--- config.mk ---
export PLATFORM = sky130hd
export DESIGN_NAME = rtc_transfer_flat
export DESIGN_NICKNAME = d
export VERILOG_FILES = /design/src/rtl/rtc_pkg.sv /design/src/rtl/rtc_if.sv /design/src/rtl/rtc_phase_timer.sv /design/src/rtl/rtc_transfer.sv /design/src/flat_wrapper.sv
export SDC_FILE = /design/constraint.sdc
export NUM_CORES = 1
export LEC_CHECK = 0
export BUFFER_PORTS_ARGS = -buffer_cell sky130_fd_sc_hd__buf_2
export CORE_MARGIN = 3
export CORE_UTILIZATION = 50
export DETAILED_ROUTE_END_ITERATION = 8
export PLACE_DENSITY = 0.69
export SYNTH_ARGS = -nofsm -noshare
export SYNTH_HDL_FRONTEND = slang
export SYNTH_SLANG_ARGS = --single-unit
export TNS_END_PERCENT = 20
--- constraint.sdc ---
create_clock -name clk -period 2.48 [get_ports clk]
set_input_delay 0.372 -clock clk [delete_from_list [all_inputs] [get_ports clk]]
set_output_delay 0.372 -clock clk [all_outputs]
set_load 0.005 [all_outputs]
--- src/rtl/rtc_pkg.sv ---
// rtl/rtc_pkg.sv - shared types and constants for the RTC bus-cycle sequencer
package rtc_pkg;

    typedef enum logic [2:0] {
        IDLE,
        A_SU,
        A_STB,
        A_HD,
        GAP,
        D_STB,
        D_HD
    } rtc_state_e;

    localparam int unsigned DEF_T_SU  = 2;
    localparam int unsigned DEF_T_PW  = 10;
    localparam int unsigned DEF_T_HD  = 2;
    localparam int unsigned DEF_T_GAP = 4;

    localparam int CNT_W = 8;

    typedef struct packed {
        logic ad;
        logic cs;
        logic rd;
        logic wr;
        logic frw;
    } rtc_pins_t;

    localparam rtc_pins_t PINS_IDLE = '{ad: 1'b1, cs: 1'b1, rd: 1'b1, wr: 1'b1, frw: 1'b0};

endpackage

--- src/rtl/rtc_if.sv ---
// rtl/rtc_if.sv - request and RTC pin bundle between controller, sequencer and pads
interface rtc_if;
    logic access;
    logic read;
    logic ad;
    logic cs;
    logic rd;
    logic wr;
    logic frw;

    modport master (
        output access,
        output read,
        input  ad,
        input  cs,
        input  rd,
        input  wr,
        input  frw
    );

    modport slave (
        input  access,
        input  read,
        output ad,
        output cs,
        output rd,
        output wr,
        output frw
    );
endinterface

--- src/rtl/rtc_phase_timer.sv ---
// rtl/rtc_phase_timer.sv - loadable down-counter that flags when a phase has run out
module rtc_phase_timer #(
    parameter int W = 8
) (
    input  logic         clk,
    input  logic         reset,
    input  logic         load,
    input  logic [W-1:0] load_val,
    output logic         zero
);

    localparam logic [W-1:0] ONE = {{(W-1){1'b0}}, 1'b1};

    logic [W-1:0] cnt;

    always_ff @(posedge clk) begin
        if (reset) begin
            cnt <= '0;
        end else if (load) begin
            cnt <= load_val;
        end else if (cnt != '0) begin
            cnt <= cnt - ONE;
        end
    end

    assign zero = (cnt == '0);

endmodule

--- src/rtl/rtc_transfer.sv ---
// rtl/rtc_transfer.sv - one address+data bus transaction to a multiplexed-bus RTC per access edge
module rtc_transfer
    import rtc_pkg::*;
#(
    parameter int unsigned T_SU  = DEF_T_SU,
    parameter int unsigned T_PW  = DEF_T_PW,
    parameter int unsigned T_HD  = DEF_T_HD,
    parameter int unsigned T_GAP = DEF_T_GAP
) (
    input  logic clk,
    input  logic reset,
    rtc_if.slave bus
);

    localparam logic [CNT_W-1:0] SU_LD  = CNT_W'(T_SU - 1);
    localparam logic [CNT_W-1:0] PW_LD  = CNT_W'(T_PW - 1);
    localparam logic [CNT_W-1:0] HD_LD  = CNT_W'(T_HD - 1);
    localparam logic [CNT_W-1:0] GAP_LD = CNT_W'(T_GAP - 1);

    rtc_state_e       state, state_d;
    logic             access_q;
    logic             rd_q;
    logic             start;
    logic             load;
    logic [CNT_W-1:0] load_val;
    logic             zero;
    rtc_pins_t        out_d, out_q;

    assign start = bus.access & ~access_q & (state == IDLE);

    rtc_phase_timer #(.W(CNT_W)) u_timer (
        .clk      (clk),
        .reset    (reset),
        .load     (load),
        .load_val (load_val),
        .zero     (zero)
    );

    // Reset copies the live access level so a level held high through reset is not an edge.
    always_ff @(posedge clk) begin
        if (reset) begin
            state    <= IDLE;
            access_q <= bus.access;
            rd_q     <= 1'b0;
            out_q    <= PINS_IDLE;
        end else begin
            state    <= state_d;
            access_q <= bus.access;
            if (start) begin
                rd_q <= bus.read;
            end
            out_q    <= out_d;
        end
    end

    always_comb begin
        state_d  = state;
        load     = 1'b0;
        load_val = '0;
        case (state)
            IDLE: begin
                if (start) begin
                    state_d  = A_SU;
                    load     = 1'b1;
                    load_val = SU_LD;
                end
            end
            A_SU: begin
                if (zero) begin
                    state_d  = A_STB;
                    load     = 1'b1;
                    load_val = PW_LD;
                end
            end
            A_STB: begin
                if (zero) begin
                    state_d  = A_HD;
                    load     = 1'b1;
                    load_val = HD_LD;
                end
            end
            A_HD: begin
                if (zero) begin
                    state_d  = GAP;
                    load     = 1'b1;
                    load_val = GAP_LD;
                end
            end
            GAP: begin
                if (zero) begin
                    state_d  = D_STB;
                    load     = 1'b1;
                    load_val = PW_LD;
                end
            end
            D_STB: begin
                if (zero) begin
                    state_d  = D_HD;
                    load     = 1'b1;
                    load_val = HD_LD;
                end
            end
            D_HD: begin
                if (zero) begin
                    state_d = IDLE;
                end
            end
            default: state_d = IDLE;
        endcase
    end

    // FRW follows the data direction from GAP on so the buffer turns around before the read strobe.
    always_comb begin
        out_d = PINS_IDLE;
        case (state)
            A_SU: begin
                out_d.ad  = 1'b0;
                out_d.frw = 1'b1;
            end
            A_STB: begin
                out_d.ad  = 1'b0;
                out_d.cs  = 1'b0;
                out_d.wr  = 1'b0;
                out_d.frw = 1'b1;
            end
            A_HD: begin
                out_d.ad  = 1'b0;
                out_d.frw = 1'b1;
            end
            GAP: begin
                out_d.frw = ~rd_q;
            end
            D_STB: begin
                out_d.cs = 1'b0;
                if (rd_q) begin
                    out_d.rd  = 1'b0;
                    out_d.frw = 1'b0;
                end else begin
                    out_d.wr  = 1'b0;
                    out_d.frw = 1'b1;
                end
            end
            D_HD: begin
                out_d.frw = ~rd_q;
            end
            default: out_d = PINS_IDLE;
        endcase
    end

    assign bus.ad  = out_q.ad;
    assign bus.cs  = out_q.cs;
    assign bus.rd  = out_q.rd;
    assign bus.wr  = out_q.wr;
    assign bus.frw = out_q.frw;

endmodule

--- src/flat_wrapper.sv ---
// flat-port wrapper written by rule: the top's interface ports become plain ports
module rtc_transfer_flat import rtc_pkg::*;
#(
    parameter int unsigned T_SU  = DEF_T_SU,
    parameter int unsigned T_PW  = DEF_T_PW,
    parameter int unsigned T_HD  = DEF_T_HD,
    parameter int unsigned T_GAP = DEF_T_GAP
)
  (clk, reset, bus_access, bus_read, bus_ad, bus_cs, bus_rd, bus_wr, bus_frw);
  rtc_if bus_i ();
  input  logic clk;
  input  logic reset;
  input wire logic [$bits(bus_i.access)-1:0] bus_access;
  input wire logic [$bits(bus_i.read)-1:0] bus_read;
  output wire logic [$bits(bus_i.ad)-1:0] bus_ad;
  output wire logic [$bits(bus_i.cs)-1:0] bus_cs;
  output wire logic [$bits(bus_i.rd)-1:0] bus_rd;
  output wire logic [$bits(bus_i.wr)-1:0] bus_wr;
  output wire logic [$bits(bus_i.frw)-1:0] bus_frw;
  assign bus_i.access = bus_access;
  assign bus_i.read = bus_read;
  assign bus_ad = bus_i.ad;
  assign bus_cs = bus_i.cs;
  assign bus_rd = bus_i.rd;
  assign bus_wr = bus_i.wr;
  assign bus_frw = bus_i.frw;
  rtc_transfer #(.T_SU(T_SU), .T_PW(T_PW), .T_HD(T_HD), .T_GAP(T_GAP)) u_core (.clk(clk), .reset(reset), .bus(bus_i));
endmodule
# Word-level counts from Yosys, hierarchy flattened
# Cells that the tools add are included.
# totals
regBits,18
latch_bits,0
ram_bits,0
mem_bits_ro,0
inputBits,4
out_inout_bits,5
elab_cells,63
mem_count,0
# op_classes
n_addsub,1
multipliers,0
div,0
n_lt_le_gt_ge,0
n_eq_ne,13
shift,0
muxes,24
bitwise,5
n_reduce_logical,11
# op_table
op,count
$pmux W8 S4,1
$mux W3,7
$pmux W3 S7,1
$mux W8,2
$ne A2 B2 Y1 const B,6
$eq A3 B3 Y1 const B,3
$logic_not A8 Y1,1
$mux W1,8
$reduce_bool A8 Y1,1
$reduce_or A2 Y1,4
$sub A8 B1 Y8 const B,1
$reduce_and A7 Y1,1
$eq A3 B2 Y1 const B,2
$reduce_or A5 Y1,1
$mux W4,1
$pmux W1 S2,2
$eq A3 B1 Y1 const B,1
$logic_not A3 Y1,1
$not A1 Y1,3
$pmux W1 S3,1
$reduce_or A3 Y1,1
$and A1 B1 Y1,2
$mux W2,1
$ne A2 B1 Y1 const B,1
$reduce_bool A2 Y1,1

# Logic depth before layout (Yosys ltp)
# Gate-level depths: netlist (run 1).
# depth
ltp_word,6
depth_mapped,7
depth_no_buf,6

# Modules after synthesis
# From an unflattened synthesis (run 1), not the netlist that was laid out.
# unflattened
cells_unflattened,100
area_unflattened_um2,925.9
# by_module_without_submodules
mod,instances,cells_each,area_per_inst_um2,seq_area_each_um2
rtc_phase_timer,1,53,475.5,160.2
rtc_transfer,1,47,450.4,200.2

# Worst setup path before layout (run 1)
# OpenSTA, ideal clock, no wires.
# synth_path
path_kind,reg2reg
from,register u_core.u_timer.cnt[0]
to,register u_core.u_timer.cnt[3]
setup_ns,0.067
arrival_time_ns,1.869
t_required_ns,2.413
slack_ns,0.544
path_stages_with_launch,8
path_buffers,1
synth_period_minus_slack_ns,1.936
path_cell_list,dfxtp_1 -> inv_1 -> ha_1 -> or3b_2 -> or2_1 -> clkbuf_2 -> or3_1 -> a21oi_2
# synth_between
elab_chain_cells,4
word_cells_on_any_way,10
classes_between,add/sub (1); mux (6); reduce/logical (3)
# synth_rtl
item,line,source
from (decl),rtc_phase_timer.sv:14,logic [W-1:0] cnt;
from (signal assigned),rtc_phase_timer.sv:20,cnt <= load_val;
from (signal assigned),rtc_phase_timer.sv:22,cnt <= cnt - ONE;
branches (longest 4 deep; another with $sub A8 B1 Y8),n/a,
# Several ways; the timed one is not identified. The select of a mux whose other input is x is not followed.
# A chain may end at the register's enable or synchronous reset.

# Worst setup path after layout (run 1)
# Same ends and word-level chain as after synthesis.

==> flow_summary.ini, run 1 <==
[route]
ant_nets = 0
viasPerCell = 5.75
m1WireLength_um = 863
drtIter0Drc = 23
vias = 696
drc_errors = 0
top_layer = met4
dr_wl_met3_um = 78
post_drt_wl_per_cell_um = 13.1
detail_route.first_pass.iterations = 4
dr_wl_met2_um = 634
wirelength_um = 1580

[critical_path]
r2r_setup_slack_ns = 0.44
critPathArrivalTime_ns = 2.28
cp_slowest_cell = or3b_2
endpoint_kind = register
path_cells = inv_1 > ha_1 > or3b_2 > or2_1 > or3_1 > a21oi_2
r2r_cells = 6
critPathMaxFanout = 6
crit_start = u_core.u_timer.cnt[0]
slowest_delay_ns = 0.49
timing.rr.start = u_core.u_timer.cnt[0]
crit_required_ns = 2.71
rr_endpoint = u_core.u_timer.cnt[3]
crit_family = simple AND/OR/NAND/NOR gates
crit_type = reg -> reg
worstSetupStartpointType = register
crit_buf_inv = 1

[timing]
timing.fmax_ghz = 0.490
slew_violations = 0
rsz0062_at_grt = no
relSlewSlack = 0.545
hold_viol = 0
min_period_over_period = 0.824
skew_ns = 0.00466
tightest_slew_ns = 0.681
finalSetupViolCount = 0
period_needed_ns = 2.04
tns_ns = 0

[placed_design]
dp_cells = 117
dp_hpwl_um = 1130
place.gp.congestion = 0.880
numPortBuffers = 8
placed_area_um2 = 903

[floorplanning]
die_area_um2 = 2270
core_um2 = 1580
io_pins = 9
die_height_um = 47.6
die_w_um = 47.6
initial_core_util = 0.550
num_rows = 14

[synthesis]
syn_nets = 105
yosysUniqueCellTypes = 35
synth_cells = 99
ys_seq_elements = 18
synth_area_um2 = 867
seq_area_frac_synth = 0.416
yosysWarningCount = 0
postSynthAreaPerCell_um2 = 8.76

[cells_and_area]
synthToLayoutAreaGrowth_pct = 8.37
fin_area_um2 = 940
diodes = 0
fin_nets = 112
drive_gt1_frac = 0.181
layoutNonFillerInstCount = 121

[min_path]
hp-class = in -> reg
worstHoldStart = bus_access
hold_end = u_core.access_q
whs_path_depth = 1

[clock_tree]
ctsResizeCount = 0
cts-root-buf = clkbuf_4
cts.htree.levels = 1
cts.reportedPaths.clkPinSlew_ns = 0.10
clock_latency_ns = 0.29
numCtsBuffers = 3
cts_setup_buffers = 0
clock_path_buffers = 2
cts.sinks = 18
cts_tree = done
cts_hold_buffers = 0

[flow_run]
maxCapViolCount = 0

[power_and_ir_drop]
leakage_nw = 0.371
power_density_nw_per_um2 = 1230
ir_worst_vdd_uv = 605
power_mw = 1.15

[global_routing]
antenna_found_initial = 0
grt_max_degree = 18
grt_pass1_vias = 574
overflow = 0
grt_first_pass_wirelength_um = 2650
grt.total_usage = 0.163

[run_status]
status = finished clean
## cell families after synthesis
group           after synthesis  share of synthesized area
xor+xnor                      3                     0.0303
fa+ha+maj                     3                     0.0404
buf+inv                      12                     0.0534
flops                        18                      0.416
mux                           3                     0.0346
simple gates                 39                      0.261
compound gates               21                      0.164
## worst reg2reg max path, stage by stage (launching register included)
cell,delay (ns)
dfxtp_1,0.36
inv_1,0.11
ha_1,0.19
or3b_2,0.49
or2_1,0.31
or3_1,0.39
a21oi_2,0.13
## flip-flops by register name (all words and copies together), names as in the netlist
register	flops
u_core.bus.ad	1
u_core.rd_q	1
u_core.bus.rd	1
u_core.bus.frw	1
u_core.bus.wr	1
u_core.access_q	1
u_core.u_timer.cnt	8
u_core.state	3
u_core.bus.cs	1
## worst max-delay path by stage
stage / to / cells past startpoint
floorplan: u_core.u_timer.cnt[3] / 7
finish: u_core.u_timer.cnt[3] / 6
global placement: u_core.u_timer.cnt[3] / 6
global route: u_core.state[1] / 6
detailed placement: u_core.u_timer.cnt[3] / 6
CTS: u_core.u_timer.cnt[3] / 6
## cell usage after synthesis
cell type,number,area [um^2]
o211ai_1,2,15.0
nand2_1,4,15.0
nor4_1,3,18.8
or2_1,1,6.26
nor4b_2,1,15.0
clkbuf_1,5,18.8
xnor2_1,2,17.5
xor2_1,1,8.76
or3_1,3,18.8
maj3_1,1,10.0
o32ai_1,1,8.76
nor2_1,11,41.3
a21oi_2,1,8.76
ha_1,2,25.0
nor4b_1,1,8.76
a21o_1,1,7.51
a211o_1,1,8.76
clkbuf_2,1,5.00
or4_4,1,11.3
and4b_1,1,10.0
inv_1,6,22.5
o21ai_0,2,10.0
a21boi_0,1,7.51
and3_1,1,6.26
dfxtp_1,18,360
nor2b_1,1,6.26
mux2i_1,3,30.0
or3_2,2,15.0
or3b_2,1,8.76
nor3_1,6,30.0
o311a_2,1,11.3
nand3b_1,2,15.0
a211oi_1,2,15.0
o21bai_1,2,15.0
a21oi_1,7,35.0
## final cells by class
type,instances,area [um^2]
Tap cell,16,20.0
Clock buffer,4,36.3
Inverter,6,22.5
Fill cell,147,637
Multi-Input combinational cell,69,460
Timing Repair Buffer,8,40.0
Sequential cell,18,360
## placed cells by master, fill, tap and decap left out, types with 3 or more instances in the layout
cell and instances:
buf_2 8, or3_1 3, inv_1 6, nor3_1 6, dfxtp_1 18, a21oi_1 7, nor2_1 11, nor4_1 3
mux2i_1 3, nand2_1 4, clkbuf_4 3
## where the power goes
| part | switching (mW) | leakage [nW] | internal [mW] |
|---|---|---|---|
| clock | 0.0893 | 0.0210 | 0.0894 |
| sequential | 0.0930 | 0.148 | 0.364 |
| combinational | 0.276 | 0.202 | 0.243 |
| total | 0.458 | 0.371 | 0.696 |
## per-stage QoR
step	hold slack (ns)	setup WS (ns)	util
final	0.188	0.437	0.596
after global routing	0.168	0.329	0.596
after CTS	0.184	0.464	0.596
after detailed placement	0.436	0.485	0.573
after global placement	0.437	0.519	0.573
after floorplan	0.400	0.544	-
## routing by layer
metal	track usage	vias up
met2	0.198	13
met1	0.261	315
met4	0.0269	0
met5	0	-
li1	-	366
met3	0.0714	2
No activity file was read; power rests on OpenSTA's default activity.
==> run 2, diff against run 1 <==
--- a/config.mk
+++ b/config.mk
@@ -5,6 +5,7 @@
 export SDC_FILE = /design/constraint.sdc
 export NUM_CORES = 1
 export LEC_CHECK = 0
+export ABC_AREA = 1
 export BUFFER_PORTS_ARGS = -buffer_cell sky130_fd_sc_hd__buf_2
 export CORE_MARGIN = 3
 export CORE_UTILIZATION = 50
==> constraint.sdc (replaced) <==
create_clock -name clk -period 1.9 [get_ports clk]
set_input_delay 0.285 -clock clk [delete_from_list [all_inputs] [get_ports clk]]
set_output_delay 0.285 -clock clk [all_outputs]
set_load 0.005 [all_outputs]
==> run 2 against run 1 <==
Combinational power grew 97%. Sequential power grew 31%. Power grew 56%. Critical path depth grew 3. Non-clock buffer count is the same. Wire length grew 12%. Core utilization grew 2.6 points. Largest power group unchanged.
==> flow_summary.ini, run 2 <==
[critical_path]
cp_slowest_cell = dfxtp_1
r2r_cells = 9
critPathMaxFanout = 7
timing.rr.start = u_core.u_timer.cnt[0]
rr_endpoint = u_core.u_timer.cnt[7]
crit_start = u_core.u_timer.cnt[0]
slowest_delay_ns = 0.33
r2r_setup_slack_ns = 0.38
worstSetupStartpointType = register
cpMostUsedCell = nand2_2
crit_type = reg -> reg
crit_required_ns = 2.10
critPathArrivalTime_ns = 1.72
endpoint_kind = register
path_cells = inv_1 > ha_1 > nand3_1 > nor2_4 > nand2_2 > nand2_2 > inv_2 > nand2_1 > nor2_1

[floorplanning]
num_rows = 14
die_height_um = 49.0
die_area_um2 = 2400
io_pins = 9
die_w_um = 49.0
initial_core_util = 0.568
core_um2 = 1630

[synthesis]
synthSimpleGateAreaFrac = 0.391
syn_nets = 140
synth_mux_area_frac = 0
synth_xor_area_frac = 0.00947
synth-main-ff-cell = dfxtp_1
ys_seq_elements = 18
seq_area_frac_synth = 0.390
postSynthAreaPerCell_um2 = 6.90
synth_top_cell_by_area = dfxtp_1
synthArstFlopShare = 0
yosysWarningCount = 0
synth_enable_flop_cells = 0
synth_cells = 134
yosysUniqueCellTypes = 24
synth_area_um2 = 925
synth_top_area_frac = 0.390
yosysMostFrequentCell = nand2_1
synth_compound_area_frac = 0.100
synth_top_family_by_area = simple AND/OR/NAND/NOR gates
yosys.area_share.adder = 0.0271
synthTopCellsByArea = dfxtp_1, nand2_1, nand3_1
synth_common_cells = nand2_1, dfxtp_1, nor2_1

[clock_tree]
ctsResizeCount = 0
numCtsBuffers = 3
cts.sinks = 18
cts_hold_buffers = 0
cts.htree.levels = 1
clock_latency_ns = 0.29
clock_path_buffers = 2
cts-root-buf = clkbuf_4
cts.reportedPaths.clkPinSlew_ns = 0.10
cts_setup_buffers = 0
cts_tree = done

[route]
wirelength_um = 1780
ant_nets = 0
drtIter0Drc = 24
post_drt_wl_per_cell_um = 10.6
detail_route.first_pass.iterations = 4
vias = 840
viasPerCell = 5.00
drc_errors = 0

[flow_run]
maxCapViolCount = 0

[min_path]
hp-class = in -> reg
hold_end = u_core.access_q
worstHoldStart = bus_access
whs_path_depth = 1

[placed_design]
dp_slack_ns = 0.404
dp_hpwl_um = 1330
placed_area_um2 = 991
place.gp.congestion = 0.853
numPortBuffers = 8

[timing]
relSlewSlack = 0.772
tns_ns = 0
min_period_over_period = 0.799
finalSetupViolCount = 0
timing.fmax_ghz = 0.659
slew_violations = 0
finalWorstSetupSlack_ns = 0.381
tightest_slew_ns = 0.342
hold_viol = 0
skew_ns = 0.00121
period_needed_ns = 1.52
rsz0062_at_grt = no

[cells_and_area]
synthToLayoutAreaGrowth_pct = 9.61
final_cell_mix = nand2_1, nor2_1, dfxtp_1
final_common_cell = nand2_1
fin_area_um2 = 1010
largest_register = u_core.u_timer.cnt
drive_gt1_frac = 0.188
largest_reg_flops = 8
top_regs = u_core.u_timer.cnt x8, u_core.state x3
diodes = 0
fin_nets = 152

[global_routing]
antenna_found_initial = 0
overflow = 0
grt.total_usage = 0.163
grt_pass1_vias = 722
grt_first_pass_wirelength_um = 2990
grt_max_degree = 12

[power_and_ir_drop]
leakage_nw = 0.479
ir_worst_vdd_uv = 919
power_density_nw_per_um2 = 1780

[run_status]
status = finished clean
==> run 2: cell count changes after synthesis, sizes merged, moves of 4 or more <==
cell,delta
clkbuf,-5
inv,+12
nand2,+31
nand3,+14
nand4,+4
nor2,+10
nor3,-6
o21ai,+4
or3,-5
==> run 2: routing by layer <==
metal	GRT usage	vias to the layer above	part of all wire
li1	-	448	-
met1	0.200	359	0.50
met2	0.256	28	0.40
met3	0.0306	5	0.071
met4	0.114	0	0.027
met5	0	-	0
==> run 2: stage by stage <==
| stage | instances | total power [mW] | hold slack [ns] | util |
|---|---|---|---|---|
| 2_1_floorplan | 134 | 1.42 | 0.313 | - |
| 3_3_place_gp | 165 | 1.60 | 0.401 | 0.608 |
| 3_5_place_dp | 165 | 1.61 | 0.403 | 0.608 |
| 4_1_cts | 168 | 1.81 | 0.0915 | 0.622 |
| 5_1_grt | 168 | 1.99 | 0.0851 | 0.622 |
| 6_report | 168 | 1.80 | 0.101 | 0.622 |
==> run 2: where the power goes <==
| part | internal [mW] | total, mW | switching [mW] |
|---|---|---|---|
| Sequential | 0.501 | 0.598 | 0.0973 |
| Clock | 0.0738 | 0.186 | 0.113 |
| Combinational | 0.355 | 1.02 | 0.664 |
| Total | 0.930 | 1.80 | 0.874 |
==> run 2: layout make-up <==
class / count / area [um^2]
Tap cell: 24 / 30.0
Multi-Input combinational cell: 96 / 488
Clock buffer: 3 / 22.5
Sequential cell: 18 / 360
Inverter: 19 / 72.6
Timing Repair Buffer: 8 / 40.0
Fill cell: 157 / 616
==> run 2: worst max path at each step <==
| stage | cells past startpoint | slack [ns] | to |
|---|---|---|---|
| after floorplan | 9 | 0.58 | u_core.u_timer.cnt[7] |
| after global placement | 9 | 0.43 | u_core.u_timer.cnt[7] |
| after detailed placement | 9 | 0.40 | u_core.u_timer.cnt[7] |
| after CTS | 9 | 0.39 | u_core.u_timer.cnt[7] |
| after global routing | 9 | 0.22 | u_core.u_timer.cnt[7] |
| final | 9 | 0.38 | u_core.u_timer.cnt[7] |
==> run 2: critical path, delay by kind of cell, from the launching register on <==
kind / cells / cell delay, ns
adders and majority gates: 1 / 0.17
and+or+nand+nor: 6 / 0.73
buffers and inverters: 2 / 0.19
DFF: 1 / 0.33
==> run 2: cell families (layout without fill, tap and decap cells) <==
group | after synthesis | count (layout)
xor gates and xnor gates | 1 | 1
AOI/OAI and AO/OA | 16 | 16
and+or+nand+nor | 77 | 77
buffers and inverters | 20 | 30
adders and majority gates | 2 | 2
DFF | 18 | 18
==> run 3, diff against run 2 <==
--- a/config.mk
+++ b/config.mk
@@ -5,12 +5,12 @@
 export SDC_FILE = /design/constraint.sdc
 export NUM_CORES = 1
 export LEC_CHECK = 0
-export ABC_AREA = 1
+export ABC_AREA = 0
 export BUFFER_PORTS_ARGS = -buffer_cell sky130_fd_sc_hd__buf_2
 export CORE_MARGIN = 3
 export CORE_UTILIZATION = 50
 export DETAILED_ROUTE_END_ITERATION = 8
-export PLACE_DENSITY = 0.69
+export PLACE_DENSITY = 0.72
 export SYNTH_ARGS = -nofsm -noshare
 export SYNTH_HDL_FRONTEND = slang
 export SYNTH_SLANG_ARGS = --single-unit
==> constraint.sdc (replaced) <==
create_clock -name clk -period 1.35 [get_ports clk]
set_input_delay 0.2025 -clock clk [delete_from_list [all_inputs] [get_ports clk]]
set_output_delay 0.2025 -clock clk [all_outputs]
set_load 0.005 [all_outputs]
==> run 3 against run 2 <==
The run now ends with negative setup slack left. Count of clock-buffer cells in the layout up 1. Die area is 5.5% lower. Worst hold slack improved by 0.031 ns. Sequential power increased by 28%. Combinational power rose by 65%. Via count fell by 2.7%. Worst setup slack got worse by 0.72 ns. Clock power is 85% higher. Fmax fell by 9.8%. Sequential share of layout area shrank 5.0 points. Critical path type unchanged.
==> flow_summary.ini, run 3 (same netlist as run 1, synthesis figures left out) <==
[run_status]
status = finished with violations
violations = negative setup slack

[power_and_ir_drop]
leakage_nw = 0.496
internal_power_mw = 1.74
power.switching_mw = 1.05
pwr-share-comb = 0.602
power_density_nw_per_um2 = 2350
ir_worst_vdd_uv = 1530
seq_power_share = 0.275
p_sw_frac = 0.376
clock_power_share = 0.123

[timing]
period_needed_ns = 1.68
slew_violations = 0
relSlewSlack = 0.778
holdWs_ns = 0.131
skew_ns = 0.00867
timing.fmax_ghz = 0.594
tns_ns = -2.87
finalSetupViolCount = 11
finalWorstSetupSlack_ns = -0.334
tightest_slew_ns = 0.328
hold_viol = 0
min_period_over_period = 1.25
rsz0062_at_grt = yes

[floorplanning]
die_w_um = 47.6
core_um2 = 1580
die_height_um = 47.6
io_pins = 9
die_area_um2 = 2270
initial_core_util = 0.550
num_rows = 14

[cells_and_area]
final_cell_mix = buf_4, dfxtp_1, nor2_1
largest_register = u_core.u_timer.cnt
regArea_um2 = 363
drive_gt1_frac = 0.422
final_common_cell = buf_4
fillers = 115
largest_reg_flops = 8
synthToLayoutAreaGrowth_pct = 37.1
diodes = 0
top_regs = u_core.u_timer.cnt x8, u_core.state x3
fin_nets = 135
multi_input_area_um2 = 532
final_util = 0.754

[min_path]
whs_path_depth = 3
hp-class = in -> reg
worstHoldStart = bus_read
hold_end = u_core.rd_q

[critical_path]
critPathMaxFanout = 6
r2r_cells = 6
r2r_setup_slack_ns = -0.33
timing.rr.start = u_core.u_timer.cnt[1]
crit_type = reg -> reg
worstSetupStartpointType = register
endpoint_kind = register
critPathArrivalTime_ns = 1.94
crit_required_ns = 1.60
rr_endpoint = u_core.u_timer.cnt[3]

[route]
vias = 817
viasPerCell = 5.67
wirelength_um = 2040
drc_errors = 0
post_drt_wl_per_cell_um = 14.2
detail_route.first_pass.iterations = 4
drtIter0Drc = 23
ant_nets = 0

[flow_run]
maxCapViolCount = 0

[clock_tree]
cts_setup_buffers = 0
cts.htree.levels = 1
cts-root-buf = clkbuf_4
cts.sinks = 18
cts.reportedPaths.clkPinSlew_ns = 0.11
cts_tree = done
clock_latency_ns = 0.31
numCtsBuffers = 3
clock_path_buffers = 2

[global_routing]
grt_first_pass_wirelength_um = 3160
grt_max_degree = 15
grt.total_usage = 0.202
antenna_found_initial = 0
overflow = 0
grt_pass1_vias = 748

[placed_design]
dp_slack_ns = -0.351
numPortBuffers = 8
place.gp.congestion = 0.837
dp_hpwl_um = 1470
run 3: changes by cell type in the layout (fill, tap and decap cells not counted), moves of 5 or more:
cell,previous run,this run
nand3_1,14,0
nor3_1,0,6
nand2_1,29,4
buf_4,0,22
nor2_1,18,11
inv_1,14,3
nand2_2,5,0
run 3: area by class of cell:
cell class	count	area share
clock buffer	4	0.0305
inverter	6	0.0189
multi-input combinational	69	0.447
sequential	18	0.305
tap	16	0.0168
timing repair buffer	31	0.181
run 3: how the worst max path moves through the flow:
stage | depth (start not counted) | from | end
after global routing | 6 | u_core.u_timer.cnt[0] | u_core.u_timer.cnt[3]
final | 6 | u_core.u_timer.cnt[1] | u_core.u_timer.cnt[3]
after detailed placement | 6 | u_core.u_timer.cnt[1] | u_core.u_timer.cnt[0]
after CTS | 6 | u_core.u_timer.cnt[1] | u_core.u_timer.cnt[3]
after floorplan | 7 | u_core.u_timer.cnt[0] | u_core.u_timer.cnt[3]
after global placement | 6 | u_core.u_timer.cnt[1] | u_core.u_timer.cnt[3]
run 3: power groups by stage:
stage	clock (mW)	sequential, mW	combinational, mW
global route	0.384	0.784	1.84
CTS	0.349	0.767	1.53
floorplan	0	0.784	0.882
finish	0.344	0.766	1.68
global placement	0	0.773	1.41
detailed placement	0	0.780	1.47
run 3: metal layers:
layer	track usage	share of wire	up-vias
li1	-	-	413
met1	0.243	0.43	380
met2	0.345	0.51	18
met3	0.0338	0.033	6
met4	0.0968	0.019	0
met5	0	0	-
run 3: stage by stage:
step                      instance area [um^2]  power [mW]  instances
after floorplan                            885        1.67         99
after global placement                    1090        2.18        139
after detailed placement                  1090        2.25        139
after CTS                                 1140        2.65        143
after global routing                      1190        3.01        144
final                                     1190        2.79        144
run 3: timing repair:
item,4_1_cts,5_1_grt
hold buffers,0,1
hold endpoints to repair,0,1
resized for setup,3,8
setup endpoints to repair,11,11
pin swaps,1,2
run 3: critical path, stage by stage, from the launching register on:
cell and delay (ns):
dfxtp_2 0.34, inv_2 0.07, ha_4 0.13, or3b_4 0.39
or2_4 0.27, or3_1 0.32, a21oi_2 0.11
